--- src/rtl/mult_pkg.sv ---
// Shared definitions for the sequential shift-add multiplier datapath and its control FSM.
package mult_pkg;

  // Default half width of the product register.
  localparam int MULT_W_DEFAULT = 8;

  // Width of the step counter at the default half width.
  // The counter must be able to hold the value W itself.
  localparam int STEP_W = $clog2(MULT_W_DEFAULT + 1);

  // Step count type, shared with the control FSM.
  typedef logic [STEP_W-1:0] step_t;

endpackage

--- src/rtl/product_shift_reg_step_counter.sv ---
// Saturating 0..W step counter with a registered done flag.
module step_counter #(
  parameter int W  = 8,
  parameter int CW = $clog2(W + 1)
) (
  input  logic          clk,
  input  logic          clear,
  input  logic          restart,
  input  logic          enable,
  output logic [CW-1:0] count,
  output logic          done
);

  // Count accepted steps. Once done is set, further enables are ignored,
  // so the count parks at W. done is set on the edge that moves count to W.
  always_ff @(posedge clk or posedge clear) begin
    if (clear) begin
      count <= '0;
      done  <= 1'b0;
    end else if (restart) begin
      count <= '0;
      done  <= 1'b0;
    end else if (enable && !done) begin
      count <= count + CW'(1);
      done  <= (count == CW'(W - 1));
    end
  end

endmodule

--- src/rtl/product_shift_reg.sv ---
// Double-wide product register for the shift-add multiplier: half loads,
// right shift with carry-in, combined add-and-shift, and step counting.
module product_shift_reg
  import mult_pkg::*;
#(
  parameter int W  = MULT_W_DEFAULT,
  parameter int CW = $clog2(W + 1)
) (
  input  logic            clk,
  input  logic            clear,
  input  logic [W-1:0]    inh,
  input  logic [W-1:0]    inl,
  input  logic            loadh,
  input  logic            loadl,
  input  logic            shift,
  input  logic            cin,
  output logic [2*W-1:0]  out,
  output logic            lsb,
  output logic [CW-1:0]   count,
  output logic            done
);

  logic [2*W-1:0] out_next;
  logic           accept;
  logic           step_en;

  // A shift is only accepted while the step budget is not exhausted.
  assign accept  = shift && !done;
  // loadl wins over everything, so a shift alongside it is not a step.
  assign step_en = accept && !loadl;
  assign lsb     = out[0];

  // Next-value mux for the product register, in priority order.
  always_comb begin
    out_next = out;
    if (loadl) begin
      out_next[W-1:0] = inl;
      if (loadh) begin
        out_next[2*W-1:W] = inh;
      end
    end else if (loadh && accept) begin
      // Adder sum lands in the high half while the register shifts right.
      out_next = {cin, inh, out[W-1:1]};
    end else if (loadh) begin
      out_next[2*W-1:W] = inh;
    end else if (accept) begin
      out_next = {cin, out[2*W-1:1]};
    end
  end

  // Product register state.
  always_ff @(posedge clk or posedge clear) begin
    if (clear) begin
      out <= '0;
    end else begin
      out <= out_next;
    end
  end

  step_counter #(
    .W  (W),
    .CW (CW)
  ) u_step_counter (
    .clk     (clk),
    .clear   (clear),
    .restart (loadl),
    .enable  (step_en),
    .count   (count),
    .done    (done)
  );

endmodule

--- config.mk ---
export PLATFORM = sky130hd
export DESIGN_NAME = product_shift_reg
export DESIGN_NICKNAME = d
export VERILOG_FILES = /design/src/rtl/mult_pkg.sv /design/src/rtl/product_shift_reg_step_counter.sv /design/src/rtl/product_shift_reg.sv
export SDC_FILE = /design/constraint.sdc
export NUM_CORES = 1
export LEC_CHECK = 0
export ABC_AREA = 1
export CAP_MARGIN = 20
export CORE_UTILIZATION = 45
export CTS_CLUSTER_SIZE = 16
export DETAILED_ROUTE_END_ITERATION = 8
export GPL_ROUTABILITY_DRIVEN = 0
export GPL_TIMING_DRIVEN = 0
export PLACE_DENSITY = 0.8
export SYNTH_ARGS = -nofsm -noshare
export SYNTH_HDL_FRONTEND = slang
export SYNTH_SLANG_ARGS = --single-unit
--- constraint.sdc ---
create_clock -name clk -period 1.2 [get_ports clk]
set_input_delay 0.24 -clock clk [delete_from_list [all_inputs] [get_ports clk]]
set_output_delay 0.24 -clock clk [all_outputs]
set_load 0.005 [all_outputs]
======== Word level (Yosys, flattened, before mapping) ========
Index checks and enable logic that the tools add are counted.
storage, ports and cells
  flip-flop bits (word level) ............. 21
  output and inout bits ................... 22
  logic and storage cells ................. 29
operators by class
  add/subtract/negate cells ............... 1
  multiplexer cells ....................... 10
  reductions and logical operators ........ 11
  eq/ne operators ......................... 3
operators by type and width
  operator                                                          number
  16-bit 2-to-1 mux                                                 3
  8-bit 2-to-1 mux                                                  3
  4-bit 2-to-1 mux                                                  2
  3-bit nonzero test                                                2
  4-bit by 1-bit adder with 4-bit output (second input constant)    1
  4-bit by 3-bit == test with 1-bit output (second input constant)  1
  1-bit logical AND                                                 4
  2-bit AND reduction                                               2
  3-bit by 1-bit != test with 1-bit output (second input constant)  1
  1-bit logical NOT                                                 2
  1-bit 2-to-1 mux                                                  2
  2-bit != test (second input constant)                             1
  2-bit nonzero test                                                1

======== Logic depth before layout (Yosys ltp) ========
Gate-level depths: netlist of run 1.
  depth after elaboration ................. 6
  mapped depth ............................ 8
  gate-level depth less buffers ........... 7

======== By module ========
From an unflattened synthesis of run 1, not the netlist that was laid out.
unflattened totals
  cell total of the unflattened synthesis .. 188
  area, all modules ....................... 1,333.8 um^2
by module, submodules not included
  module             times used  cells an instance  area an instance (um^2)
  product_shift_reg  1           154                1,079.8
  step_counter       1           34                 254.0

======== Least setup slack after synthesis of run 1 ========
OpenSTA, ideal clock, no wires.
  path kind ............................... register to register
  start ................................... reg u_step_counter.done
  end ..................................... reg u_step_counter.count[2]
  stages on the path, launching flop included .. 6
  path buffers ............................ 1
  library setup time ...................... 0.120 ns
  data arrival time ....................... 0.909 ns
  period minus slack after synthesis ...... 1.029 ns
  path slack .............................. 0.171 ns
  cells stage by stage .................... dfrtp_1 inv_2 buf_2 nand3_2 o21ai_0 nor2_1
between the ends
  word-level cells in the longest chain between the ends .. 5
ends and longest elaborated chain
  element                                RTL line                                                       text
  start, declared                        product_shift_reg_step_counter.sv:11                           output logic done
  start signal, assigned                 product_shift_reg_step_counter.sv:25                           done <= (count == CW'(W - 1));
  1-bit logical NOT *                    product_shift_reg_step_counter.sv:23, product_shift_reg.sv:28
  1-bit logical AND                      product_shift_reg.sv:28                                        assign accept = shift && !done;
  1-bit logical AND                      product_shift_reg.sv:30                                        assign step_en = accept && !loadl;
  1-bit logical AND *                    product_shift_reg_step_counter.sv:23                           end else if (enable && !done) begin
  2-bit nonzero test (no source line) *  -
  end signal, assigned                   product_shift_reg_step_counter.sv:24                           count <= count + CW'(1);
  end, declared                          product_shift_reg_step_counter.sv:10                           output logic [CW-1:0] count,
Mark *: on every way between the ends. The rest lies on a longest branch, timed or not.
A chain may end at the register's enable or synchronous reset.

======== Final worst setup path of run 1 ========
  start ................................... reg out[0]
  end ..................................... out out[0]
RTL lines
  element                 RTL line                 text
  start, declared         product_shift_reg.sv:17  output logic [2*W-1:0] out,
  start signal, assigned  product_shift_reg.sv:56  out <= out_next;
No word-level cell between the ends.

==> qor.yml, run 1 <==
layout:
  final_cell_mix: "nand2_1, buf_4, dfrtp_1"
  areaGrowthSynthToFinish_pct: 59.8
  postLayoutCellArea_sq_mm: 0.00204
  multi_input_area_sq_um: 756
  layout-drive-gt1-share_pct: 31.0
  finalNonFillerCells: 282
  diodes: 0
  final_common_cell: "nand2_1"
  regArea_sq_um: 526
  n_fill_cell: 195
  finalNetCount: 276
logic_synthesis:
  avgSynthCellArea_sq_um: 7.01
  synth_cells: 182
  syn-cell-area_sq_mm: 0.00128
  yosys_warnings: 0
  ys_seq_elements: 21
  ys_types: 21
  ys_seq_area_share_pct: 41.2
  syn_nets: 205
grt:
  top_usage_layer: "met2"
  gr-usage-met1_pct: 30.1
  antenna_found_initial: 0
  met3_usage_pct: 5.15
  grt_util_met2_pct: 43.7
  grt_overflow: 0
  grt_max_degree: 22
  first_global_vias: 1513
  grtUsageTotal_pct: 25.8
  grt_pass1_wl_um: 6350
routing:
  drc: 0
  vias: 1518
  totalWireLength_um: 3930
  drt-initial-drc-count: 76
  first_pass_iters: 5
  post_drt_wl_per_cell_um: 13.9
  avgViaCountPerCell: 5.38
  postRouteAntennaNets: 0
placed_design:
  dpl_worst_slack_ns: -0.358
  dpl_cell_area_sq_mm: 0.00173
  dpl.hpwl_um: 2360
  portBuffers: 42
  dp.cells: 254
sta:
  max_freq_mhz: 826
  fin_crit_sh_pct: 101
  drv_slew: 0
  hold_ws_ns: 0.357
  setup_viol: 1
  hold_viol: 0
  relSlewSlack_pct: 45.9
  worstMarginPinSlew_ns: 0.810
  setup_slack_ns: -0.0111
  period_minus_slack_ns: 1.21
  clock_skew_ns: 0.00125
  rsz0062_at_grt: "true"
critical_path:
  endpoint_kind: "output port"
  critPathLaunchType: "flip-flop"
  cp_max_fo: 3
  worst-setup-path-type: "flip-flop to output port"
  cp.arrival_ns: 0.97
  r2r_cells: 8
  cp.required_ns: 0.96
clock_tree:
  cts_buffer_depth: 2
  htreeDepth: 1
  cts_hold_buf: 0
  cts_made_buffers: 3
  cts_tree: "built"
  cts.sinks: 21
  root_buffer: "clkbuf_4"
  cts.clk_slew.worst_paths_ns: 0.13
  clock_latency_ns: 0.32
floorplanning:
  ios: 44
  rows: 18
  die_width_um: 55.3
  die_h_um: 55.3
  coreArea_sq_mm: 0.00257
  die-area_sq_mm: 0.00305
  start_util_pct: 49.7
power_and_ir_drop:
  irDropWorstVdd_uv: 794
  leakagePower_nw: 1.05
  powerDensity_mw_per_mm2: 924
hold_path:
  hp-class: "input pin to asynchronous set/reset pin"
status:
  status: "complete, but fails checks"
  violations: "setup timing"
run:
  drv_cap: 0
## cell usage after synthesis, drive strengths merged
| master | count | share of area (%) |
|---|---|---|
| o21ai | 4 | 1.6 |
| dfrtp | 21 | 41 |
| a21oi | 2 | 0.78 |
| buf | 9 | 5.5 |
| ha | 1 | 0.98 |
| nand2 | 88 | 27 |
| nor2 | 22 | 8.1 |
| nand4 | 9 | 4.4 |
| nor3 | 1 | 0.39 |
| inv | 8 | 2.5 |
| nand3 | 17 | 7.1 |
## final cells by class
cell class,count,area share (%)
multi-input cells,145,37.1
well taps,30,1.84
repair buffers,66,27.9
clock buffers,4,1.29
inverters,8,2.09
flip-flops and latches,21,25.8
plain buffers,8,4.05
## cells by family after synthesis
group                    Yosys count  synth area share [%]
AO/OA/AOI/OAI                      6                  2.35
adder cells (fa/ha/maj)            1                 0.980
buffers and inverters             17                  8.04
flip-flops                        21                  41.2
AND/OR/NAND/NOR                  137                  47.5
## path summary, 6_finish.rpt
check                                                start                  end  slack, ns
hold / removal                                       clear   out[9]$_DFFE_PP0P_       0.36
max in group asynchronous                            clear  out[14]$_DFFE_PP0P_       0.34
hold reg to reg                         out[4]$_DFFE_PP0P_   out[3]$_DFFE_PP0P_       0.56
min in group clk                                     loadh  out[11]$_DFFE_PP0P_       0.38
setup reg to reg           u_step_counter.done$_DFFE_PP0P_   out[4]$_DFFE_PP0P_       0.01
setup / recovery                        out[0]$_DFFE_PP0P_               out[0]      -0.01
## state kept, by name, summed over array words and instances, names as in the netlist
register and count:
out 16, u_step_counter.count 4, u_step_counter.done 1
## layer usage
layer / share of wire (%) / vias to the layer above
li1: - / 721
met1: 41 / 721
met2: 52 / 64
met3: 5.3 / 12
met4: 2.4 / 0
met5: 0 / -
## power breakdown
part	switching [mW]	total [mW]	internal, mW
clock network	0.241	0.372	0.130
registers	0.0479	0.831	0.783
logic	0.321	0.681	0.360
total	0.610	1.88	1.27
## worst max-delay path: stages (launching register included)
cell	delay, ns
dfrtp_1	0.43
buf_6	0.12
buf_6	0.10
## what timing repair did
item	4_1_cts	5_1_grt
setup buffers	18	5
gates cloned	1	1
resized for setup	52	48
setup endpoints to repair	26	31
pin swaps	1	5
hold endpoints to repair	0	0
## metrics by stage
step / util (%) / TNS (ns) / total power, mW
final: 79.4 / -0.0111 / 1.88
after floorplan: - / 0 / 1.10
after global placement: 67.5 / -7.23 / 1.38
after detailed placement: 67.5 / -8.40 / 1.39
after global routing: 79.4 / -0.361 / 1.98
after CTS: 74.0 / -0.0523 / 1.80
No activity file was read; power rests on OpenSTA's default activity.
==> inputs of run 2 (changes only) <==
--- a/config.mk
+++ b/config.mk
@@ -5,14 +5,13 @@
 export SDC_FILE = /design/constraint.sdc
 export NUM_CORES = 1
 export LEC_CHECK = 0
-export ABC_AREA = 1
 export CAP_MARGIN = 20
-export CORE_UTILIZATION = 45
+export CORE_UTILIZATION = 41
 export CTS_CLUSTER_SIZE = 16
 export DETAILED_ROUTE_END_ITERATION = 8
 export GPL_ROUTABILITY_DRIVEN = 0
 export GPL_TIMING_DRIVEN = 0
-export PLACE_DENSITY = 0.8
+export PLACE_DENSITY = 0.78
 export SYNTH_ARGS = -nofsm -noshare
 export SYNTH_HDL_FRONTEND = slang
 export SYNTH_SLANG_ARGS = --single-unit
==> run 2 against run 1 <==
  * The run still ends with setup timing left
  * Die area is 12% lower
  * Cell count shrank 37%
  * Synthesized cell count is 57% lower
  * Routed wire length is 26% lower
  * Design area decreased by 17%
  * Sequential cell count did not move
  * Count of clock-buffer cells in the layout is 1 lower
  * Non-clock buffer count shrank 2
  * Register-to-register slack lost 0.21 ns
==> qor.yml, run 2 <==
layout:
  reg.largest.list: "out (16), u_step_counter.count (4), u_step_counter.done (1)"
  diodes: 0  # unchanged
  finalNetCount: 174  # -37%
  largest_reg_flops: 16  # unchanged
  layout-drive-gt1-share_pct: 36.0  # +5.0 points
  regMostFlops: "out"
  final_common_cell: "buf_4"
  utilization_pct: 74.7  # -4.8 points
  postLayoutCellArea_sq_mm: 0.00170  # -17%
  final_cell_mix: "buf_4, dfrtp_1, clkdlybuf4s50_1"
  areaGrowthSynthToFinish_pct: 66.4
sta:
  hold_viol: 0  # unchanged
  relSlewSlack_pct: 46.9  # +0.98 points
  setup_viol: 16  # +15
  period_minus_slack_ns: 1.40  # +0.187 ns
  hold_ws_ns: 0.375  # +0.0178 ns
  fin_crit_sh_pct: 117  # +16 points
  clock_skew_ns: 0.00620  # +0.00495 ns
  worstMarginPinSlew_ns: 0.795  # -0.0147 ns
  drv_slew: 0  # unchanged
  max_freq_mhz: 715  # -13%
  setup_slack_ns: -0.198  # -0.187 ns
  rsz0062_at_grt: "true"
routing:
  drt-initial-drc-count: 2  # -97%
  first_pass_iters: 3  # -2
  postRouteAntennaNets: 0  # unchanged
  avgViaCountPerCell: 5.17  # -4.0%
  post_drt_wl_per_cell_um: 16.4  # +18%
  vias: 920  # -39%
  drc: 0  # unchanged
  totalWireLength_um: 2920  # -26%
logic_synthesis:
  ys_seq_elements: 21  # unchanged
  ys_top_cells_by_area: "dfrtp_1, mux4_2, mux2i_1"
  synth-edff-count: 0  # unchanged
  synth_flop_cell: "dfrtp_1"
  avgSynthCellArea_sq_um: 12.9  # +84%
  synth.top_cell.area_share_pct: 51.5  # +10 points
  yosys_warnings: 0  # unchanged
  async_reset_ff_share_pct: 100  # unchanged
  yosys.cell_count.top_type: "dfrtp_1"
  synth_commonest_cells: "dfrtp_1, mux2i_1, o21ai_0"
  ys_types: 21  # unchanged
  yosysTopAreaCell: "dfrtp_1"
  syn_nets: 102  # -50%
  synth_cells: 79  # -57%
  syn-cell-area_sq_mm: 0.00102  # -20%
  ys_seq_area_share_pct: 51.5  # +10 points
power_and_ir_drop:
  fin_total_pwr_mw: 1.71  # -9.5%
  powerDensity_mw_per_mm2: 1000  # +8.7%
  leakagePower_nw: 0.791  # -25%
  irDropWorstVdd_uv: 740  # -6.8%
grt:
  grt_pass1_wl_um: 4310  # -32%
  grtUsageTotal_pct: 22.6  # -3.1 points
  grt_max_degree: 22  # unchanged
  first_global_vias: 983  # -35%
  grt_overflow: 0  # unchanged
  antenna_found_initial: 0  # unchanged
clock_tree:
  cts_buffer_depth: 2  # unchanged
  cts_made_buffers: 3  # unchanged
  htreeDepth: 1  # unchanged
  root_buffer: "clkbuf_4"
  clock_latency_ns: 0.30  # -0.02 ns
  cts_hold_buf: 0  # unchanged
  cts.sinks: 21  # unchanged
  cts_tree: "built"
  cts.clk_slew.worst_paths_ns: 0.12  # about the same
critical_path:
  cp.required_ns: 1.38  # +0.42 ns
  cp_max_fo: 6  # +3
  worst-setup-path-type: "flip-flop to flip-flop"
  r2r_start: "u_step_counter.done$_DFFE_PP0P_"
  cp.arrival_ns: 1.57  # +0.60 ns
  endpoint_kind: "flip-flop"
  cp-startpoint: "u_step_counter.done$_DFFE_PP0P_"
  critPathLaunchType: "flip-flop"
placed_design:
  dpl.hpwl_um: 1760  # -25%
  portBuffers: 42  # unchanged
  dpl_worst_slack_ns: -0.833  # -0.474 ns
  dpl_cell_area_sq_mm: 0.00147  # -15%
hold_path:
  hp-class: "input pin to asynchronous set/reset pin"
floorplanning:
  die_width_um: 51.9  # -6.1%
  rows: 17  # -1
  coreArea_sq_mm: 0.00228  # -11%
  die-area_sq_mm: 0.00269  # -12%
  start_util_pct: 44.9  # -4.8 points
  die_h_um: 51.9  # -6.1%
  ios: 44  # unchanged
run:
  drv_cap: 0  # unchanged
status:
  status: "complete, but fails checks"
  violations: "setup timing"
-- run 2: cell types whose count changed after synthesis, moves of 3 or more --
cell     before  now
inv_2         3    0
buf_4         5    1
mux2i_1       0   10
nand4_1       9    0
mux4_2        0    5
nor2_1       19    4
nand2_1      84    9
nand3_1      16    1
o21ai_0       3   10
-- run 2: worst paths after layout --
check	slack (ns)	cells after the start	endpoint
worst max-delay path	-0.20	3	out[9]$_DFFE_PP0P_
worst min-delay path	0.38	2	out[12]$_DFFE_PP0P_
worst max register to register	-0.20	3	out[9]$_DFFE_PP0P_
worst min register to register	0.63	2	out[15]$_DFFE_PP0P_
max in group asynchronous	0.33	2	out[8]$_DFFE_PP0P_
min in group clk	0.38	2	out[11]$_DFFE_PP0P_
-- run 2: cells by family (layout without fill, tap and decap cells) --
| family | count (synthesis) | in the layout | share of synthesized area (%) |
|---|---|---|---|
| adder cells (fa/ha/maj) | 1 | 1 | 1.23 |
| buffers and inverters | 7 | 78 | 3.19 |
| AND/OR/NAND/NOR | 18 | 18 | 9.07 |
| AO/OA/AOI/OAI | 12 | 12 | 6.25 |
| XOR/XNOR | 2 | 2 | 1.72 |
| flip-flops | 21 | 21 | 51.5 |
| multiplexers | 18 | 18 | 27.1 |
-- run 2: area by class of cell --
| type | instances | area [sq um] |
|---|---|---|
| multi-input combinational | 51 | 482 |
| clock buffer | 3 | 22.5 |
| timing repair buffer | 67 | 587 |
| fill | 169 | 577 |
| tap | 28 | 35.0 |
| inverter | 2 | 7.51 |
| buffer | 5 | 35.0 |
| sequential | 21 | 526 |
| clock inverter | 1 | 5.00 |
-- run 2: stage by stage --
step                      setup TNS (ns)  instances
after CTS                          -1.42        176
after global routing               -2.47        178
after floorplan                    -1.74         79
after detailed placement          -11.08        149
final                              -1.45        178
after global placement             -9.62        149
-- run 2: power by group --
part           switching, mW  leakage [nW]  internal (mW)
registers             0.0504         0.259          0.782
clock network          0.214        0.0177          0.124
logic                  0.196         0.514          0.339
-- run 2: worst max-delay path, cell delays in order, from the launching register on --
cell	delay [ns]
dfrtp_1	0.42
nor3b_4	0.21
buf_12	0.15
mux4_2	0.49
-- run 2: what timing repair did --
item,in CTS,in global routing
setup endpoints to repair,40,32
buffers inserted,22,2
pin swaps,2,0
gates resized for setup,54,18
cloned,1,0
-- run 2: routing by layer --
| metal | share of wire (%) | global-route usage, % | up-vias |
|---|---|---|---|
| met1 | 41 | 25.5 | 451 |
| met4 | 1.3 | 9.91 | 0 |
| met3 | 4.7 | 4.09 | 4 |
| li1 | - | - | 427 |
| met5 | 0 | 0 | - |
| met2 | 53 | 41.0 | 38 |
